$ cat config.mk
export PLATFORM = sky130hd
export DESIGN_NAME = reset_sequencer
export DESIGN_NICKNAME = d
export VERILOG_FILES = /design/src/rtl/reset_sequencer.sv
export SDC_FILE = /design/constraint.sdc
export NUM_CORES = 1
export LEC_CHECK = 0
export BUFFER_PORTS_ARGS = -buffer_cell sky130_fd_sc_hd__clkbuf_2
export CAP_MARGIN = 20
export CORE_MARGIN = 1.5
export CORE_UTILIZATION = 53
export DETAILED_ROUTE_END_ITERATION = 8
export MAX_ROUTING_LAYER = met4
export PLACE_DENSITY = 0.75
export SYNTH_ARGS = -nofsm -noshare
export SYNTH_HDL_FRONTEND = slang
export SYNTH_SLANG_ARGS = --single-unit
export TNS_END_PERCENT = 20
$ cat constraint.sdc
create_clock -name CLK -period 2 [get_ports CLK]
set_input_delay 0.4 -clock CLK [delete_from_list [all_inputs] [get_ports CLK]]
set_output_delay 0.4 -clock CLK [all_outputs]
set_load 0.005 [all_outputs]
$ cat src/rtl/reset_sequencer.sv
// Staged reset release: hold, wait for stable clock locks, then
// release each channel's active-low reset one gap apart.
module reset_sequencer #(
    parameter int NUM_CH      = 4,
    parameter int HOLD_CYCLES = 50,
    parameter int LOCK_STABLE = 4,
    parameter int STAGE_GAP   = 8,
    parameter int CNT_W       = 16
) (
    input  logic              CLK,
    input  logic              RESET,
    input  logic [NUM_CH-1:0] locked,
    input  logic              soft_rst,
    output logic [NUM_CH-1:0] rst_n_out,
    output logic              seq_done,
    output logic              lock_lost,
    output logic [1:0]        state
);

    localparam int IDX_W = (NUM_CH > 1) ? $clog2(NUM_CH) : 1;

    localparam logic [CNT_W-1:0] HOLD_LAST = CNT_W'(HOLD_CYCLES - 1);
    localparam logic [CNT_W-1:0] LOCK_LAST = CNT_W'(LOCK_STABLE - 1);
    localparam logic [CNT_W-1:0] GAP_LAST  = CNT_W'(STAGE_GAP - 1);
    localparam logic [IDX_W-1:0] LAST_IDX  = IDX_W'(NUM_CH - 1);

    typedef enum logic [1:0] {
        HOLD      = 2'd0,
        WAIT_LOCK = 2'd1,
        RELEASE   = 2'd2,
        DONE      = 2'd3
    } state_t;

    state_t            state_q, state_d;
    logic [CNT_W-1:0]  cnt_q, cnt_d;
    logic [IDX_W-1:0]  idx_q, idx_d;
    logic [NUM_CH-1:0] rst_q, rst_d;
    logic              done_q, done_d;
    logic              lost_q, lost_d;

    logic              all_locked;
    logic [IDX_W-1:0]  idx_inc;

    assign all_locked = &locked;
    assign idx_inc    = idx_q + IDX_W'(1);

    // State and output registers; RESET clears everything at once
    always_ff @(posedge CLK or negedge RESET) begin
        if (!RESET) begin
            state_q <= HOLD;
            cnt_q   <= '0;
            idx_q   <= '0;
            rst_q   <= '0;
            done_q  <= 1'b0;
            lost_q  <= 1'b0;
        end else begin
            state_q <= state_d;
            cnt_q   <= cnt_d;
            idx_q   <= idx_d;
            rst_q   <= rst_d;
            done_q  <= done_d;
            lost_q  <= lost_d;
        end
    end

    // Next state: soft restart beats lock abort beats normal progress
    always_comb begin
        state_d = state_q;
        cnt_d   = cnt_q;
        idx_d   = idx_q;
        rst_d   = rst_q;
        done_d  = done_q;
        lost_d  = 1'b0;
        if (soft_rst) begin
            state_d = HOLD;
            cnt_d   = '0;
            idx_d   = '0;
            rst_d   = '0;
            done_d  = 1'b0;
        end else if ((state_q == RELEASE || state_q == DONE)
                     && !all_locked) begin
            state_d = HOLD;
            cnt_d   = '0;
            idx_d   = '0;
            rst_d   = '0;
            done_d  = 1'b0;
            lost_d  = 1'b1;
        end else begin
            case (state_q)
                HOLD: begin
                    if (cnt_q == HOLD_LAST) begin
                        cnt_d   = '0;
                        state_d = WAIT_LOCK;
                    end else begin
                        cnt_d = cnt_q + CNT_W'(1);
                    end
                end
                WAIT_LOCK: begin
                    if (!all_locked) begin
                        cnt_d = '0;
                    end else if (cnt_q == LOCK_LAST) begin
                        cnt_d    = '0;
                        idx_d    = '0;
                        rst_d[0] = 1'b1;
                        if (NUM_CH == 1) begin
                            state_d = DONE;
                            done_d  = 1'b1;
                        end else begin
                            state_d = RELEASE;
                        end
                    end else begin
                        cnt_d = cnt_q + CNT_W'(1);
                    end
                end
                RELEASE: begin
                    if (cnt_q == GAP_LAST) begin
                        cnt_d = '0;
                        idx_d = idx_inc;
                        rst_d = rst_q | (NUM_CH'(1) << idx_inc);
                        if (idx_inc == LAST_IDX) begin
                            state_d = DONE;
                            done_d  = 1'b1;
                        end
                    end else begin
                        cnt_d = cnt_q + CNT_W'(1);
                    end
                end
                default: begin
                end
            endcase
        end
    end

    // Outputs come straight from registers so they cannot glitch
    always_comb begin
        rst_n_out = rst_q;
        seq_done  = done_q;
        lock_lost = lost_q;
        state     = state_q;
    end

endmodule

# Word level (Yosys, flattened, before mapping)

Index checks and enable logic that the tools add are counted.

Register bits: 26
Input bits: 7
Output and inout port bits: 8
Logic and storage cells: 72

Add/subtract/negate cells: 2
Equal/unequal tests: 12
Shift operators: 1
Muxes and demuxes: 35
Bitwise operators: 1
Reductions and logical operators: 14

Operators by type and width:

| kind                  | count |
|---|---|
| $mux 16               | 6 |
| $pmux 16 s3           | 1 |
| $mux 2                | 12 |
| $add 16x1->16 const B | 1 |
| $eq 16x2->1 const B   | 1 |
| $eq 16x3->1 const B   | 1 |
| $eq 16x6->1 const B   | 1 |
| $mux 4                | 3 |
| $ne 4x4->1 const B    | 3 |
| $mux 1                | 9 |
| $reduce_bool 3->1     | 3 |
| $ne 4x2->1 const B    | 2 |
| $reduce_and 4->1      | 2 |
| $eq 2x2->1 const B    | 3 |
| $pmux 2 s3            | 1 |
| $reduce_and 6->1      | 1 |
| $reduce_bool 5->1     | 1 |
| $or 4x4->4            | 1 |
| $pmux 2 s2            | 1 |
| $reduce_bool 4->1     | 1 |
| $shl 1x2->4 const A   | 1 |
| $mux 3                | 1 |
| $reduce_and 3->1      | 1 |
| $add 2x1->2 const B   | 1 |
| other kinds (7)       | 7 |

# Longest topological paths before layout

Depth in word-level cells: 7
Mapped depth: 10
Gate-level depth less buffers: 8

# Worst setup path before layout

No wires, ideal clock.

Path kind: register -> register
Start: reg state_q[0], in the netlist state[0]
End: reg cnt_q[13]
Setup time: 71 ps
Arrival time: 2034 ps
Setup slack: -105 ps
Cell stages (with the launch flop): 11
Path buffers: 2
Period minus slack after synthesis: 2105 ps
Path through: dfrtp_1 > inv_1 > ha_1 > or2_1 > nand2_1 > nand2b_2 > a311o_2 > and2_4 > buf_6 > buf_12 > nor2_1

Word-level cells in the longest chain between the ends: 5
Elaborated cells on any way between the ends: 10
Classes of those cells: eq/ne: 3; mux: 3; reduce/logical: 4

Ends and longest elaborated chain:

| element                                                             | RTL line | source |
|---|---|---|
| start, declared                                                     | 34       | `state_t state_q, state_d;` |
| start signal, assigned                                              | 57       | `state_q <= state_d;` |
| parallel branches: the longest is 5 deep, another holds $pmux 16 s3 | n/a      |  |
| end signal, assigned                                                | 58       | `cnt_q <= cnt_d;` |
| end, declared                                                       | 35       | `logic [CNT_W-1:0] cnt_q, cnt_d;` |

Parallel ways; which one is timed is not known.
A chain may end at the register's enable or synchronous reset.

# Worst setup path after layout

Start: reg state_q[1], in the netlist state[1]
End: reg cnt_q[11]

Same word-level chain as after synthesis.

==> results.ini <==
[synth]
synth_common_cells=nor2_1, dfrtp_1, nand2_1, nand3_1, ha_1
synth-seq-area-share=0.407
synthArstFlopShare=1.00
syn_area_um2=1600
syn_avg_cell_area_um2=9.29
syn_nets=189
synth_edf_count=0
yosysMostFrequentCell=nor2_1
synth_area_leaders=dfrtp_1, ha_1, nor2_1, xor2_1, nand2_1
yosys.area.top_type_share=0.407
synthCells=172
yosysWarnings=0
synth_area_leader_cell=dfrtp_1
ys.flop_type=dfrtp_1
synth_cell_type_count=39
ys_ff_latch=26

[drt]
wl_per_cell_um=16.9
vias=1491
avgViaCountPerCell=6.14
drc=0
dr.pass1.iters=6
wirelength_mm=4.11
ant_nets=0
drtIter0Drc=104

[cts]
cts_tree=built
path_clk_slew_ns=0.15
cts-root-buf=clkbuf_4
clkLatencyLatePin_ns=0.34
cts_buffers=3
cts_sinks=26
clock_tree.buffer_depth=2
cts-htree-levels=1

[timing]
relSlewSlack=0.578
finalHoldViolations=0
finalSetupViolations=0
worst_pin_slew_ns=0.633
period_minus_slack_ns=1.99
period_share=0.997
worst_hold_slack_ns=0.0472
fin_setup_tns_ns=0
fin_skew_ns=0.0128
maxClockFrequency_mhz=501
drv_slew=0

[global_routing]
grt_pass1_vias=1398
grt_max_degree=27
grt.met2_usage=0.435
grt_pass1_wl_mm=6.15
grt_use_met3=0.0290
track_usage=0.248
busiest_layer=met2
overflow=0
use_met1=0.291
antenna_found_initial=0

[setup_path]
critPathKind=flip-flop to flip-flop
r2r-start=state[1]
cp_max_fo=7
critical_path_required_ns=2.27
crit_start=state[1]
timing.critical_path.arrival_ns=2.26
startpoint_type=flip-flop
cp-end-kind=flip-flop

[worst_hold_path]
min_path_type=primary input to asynchronous set/reset pin

[placed_design]
portBuffers=14
place_congestion=0.938
dp.cells=228
place_hpwl_mm=2.54
place_area_um2=1800

[final_layout]
nets=230
syn_to_final_growth_pct=29.4
layout-drive-gt1-share=0.354
fin_area_um2=2070
diodes=0
post-route-util=0.737
finalNonFillerCells=243

[run]
maxCapViolCount=0

[die]
core_area_um2=2810
ios=15
dieWidth_um=57.9
start_util=0.570
die_h_um=57.9
placement_rows=19
design.die.area_um2=3350

[power_and_ir_drop]
power_density_nw_per_um2=912
worst_ir_drop_vdd_mv=0.700
p_leak_nw=0.887

[status]
status=complete, no violations

[state kept, by name, indices dropped and copies added, names as in the netlist]
name	count
cnt_q	16
rst_n_out	4
idx_q	2
state	2
lock_lost	1
seq_done	1
[cell type report]
type / count / area, um^2
Clock buffer: 3 / 22.5
Clock inverter: 1 / 30.0
Fill cell: 192 / 738
Inverter: 7 / 31.3
Multi-Input combinational cell: 137 / 1040
Sequential cell: 26 / 653
Tap cell: 31 / 38.8
Timing Repair Buffer: 38 / 254
[what timing repair did]
item                       4_1_cts  5_1_grt
setup endpoints to repair       15       20
cloned                           0        1
buffers inserted                 3        7
hold buffers                     0        0
hold endpoints to repair         0        0
gates resized for setup          4       26
pin swaps                        1        6
[power by group]
part           switching [mW]  internal [mW]  total, mW
logic                   0.477          0.423      0.900
clock network           0.162          0.203      0.365
registers              0.0432          0.576      0.620
[cells by family (layout without fill, tap and decap cells)]
family,count (synthesis),count (layout),synth area share
AO/OA/AOI/OAI,22,22,0.0932
XOR/XNOR,14,14,0.0767
adder cells (fa/ha/maj),10,10,0.0783
buffers and inverters,10,49,0.0407
flip-flops,26,26,0.407
AND/OR/NAND/NOR,90,91,0.304
[cell usage in the layout (no fill, tap or decap), drive strengths merged]
master / Yosys / final
o211ai: 1 / 1
dfrtp: 26 / 26
inv: 7 / 7
a21oi: 9 / 9
or2: 1 / 1
clkbuf: 0 / 17
nand2: 16 / 16
nor3: 7 / 7
nor2b: 1 / 1
a311oi: 1 / 1
ha: 10 / 10
or3: 3 / 3
o2111a: 1 / 1
and4: 1 / 1
and2: 2 / 3
and3: 1 / 1
xnor2: 5 / 5
a311o: 1 / 1
buf: 3 / 24
nand2b: 1 / 1
a21boi: 1 / 1
nor4bb: 1 / 1
o31ai: 1 / 1
xor2: 9 / 9
nor2: 29 / 29
a21o: 1 / 1
o22ai: 1 / 1
nor3b: 1 / 1
nor4: 6 / 6
o21ai: 5 / 5
nand3: 11 / 11
bufinv: 0 / 1
nand4: 9 / 9
[final timing paths]
kind                        endpoint  slack (ns)  depth (start not counted)
hold / removal             lock_lost        0.05                          1
min in group CLK           lock_lost        0.42                          3
max in group asynchronous   state[1]        1.50                          1
setup / recovery           cnt_q[11]       0.006                          8
setup reg to reg           cnt_q[11]       0.006                          8
hold reg to reg             seq_done        0.52                          2
[critical path, cell delays in order, from the launching register on]
cell	delay, ns
dfrtp_2	0.51
buf_6	0.15
ha_4	0.16
or2_4	0.26
nand2_4	0.08
nand2b_4	0.05
a311o_2	0.37
and2_4	0.22
nor2_1	0.12
[routing by layer]
metal	part of all wire	vias to the layer above
met1	0.39	715
met2	0.52	73
met5	0	-
met3	0.052	21
li1	-	682
met4	0.040	0
[metrics by stage]
stage	worst slack, ns	power (mW)
5_1_grt	-0.0341	1.98
6_report	0.00589	1.88
4_1_cts	0.00811	1.63
3_3_place_gp	0.0450	1.20
2_1_floorplan	0.00177	1.08
3_5_place_dp	-0.0746	1.21
Power figures use the tool's default switching activity.
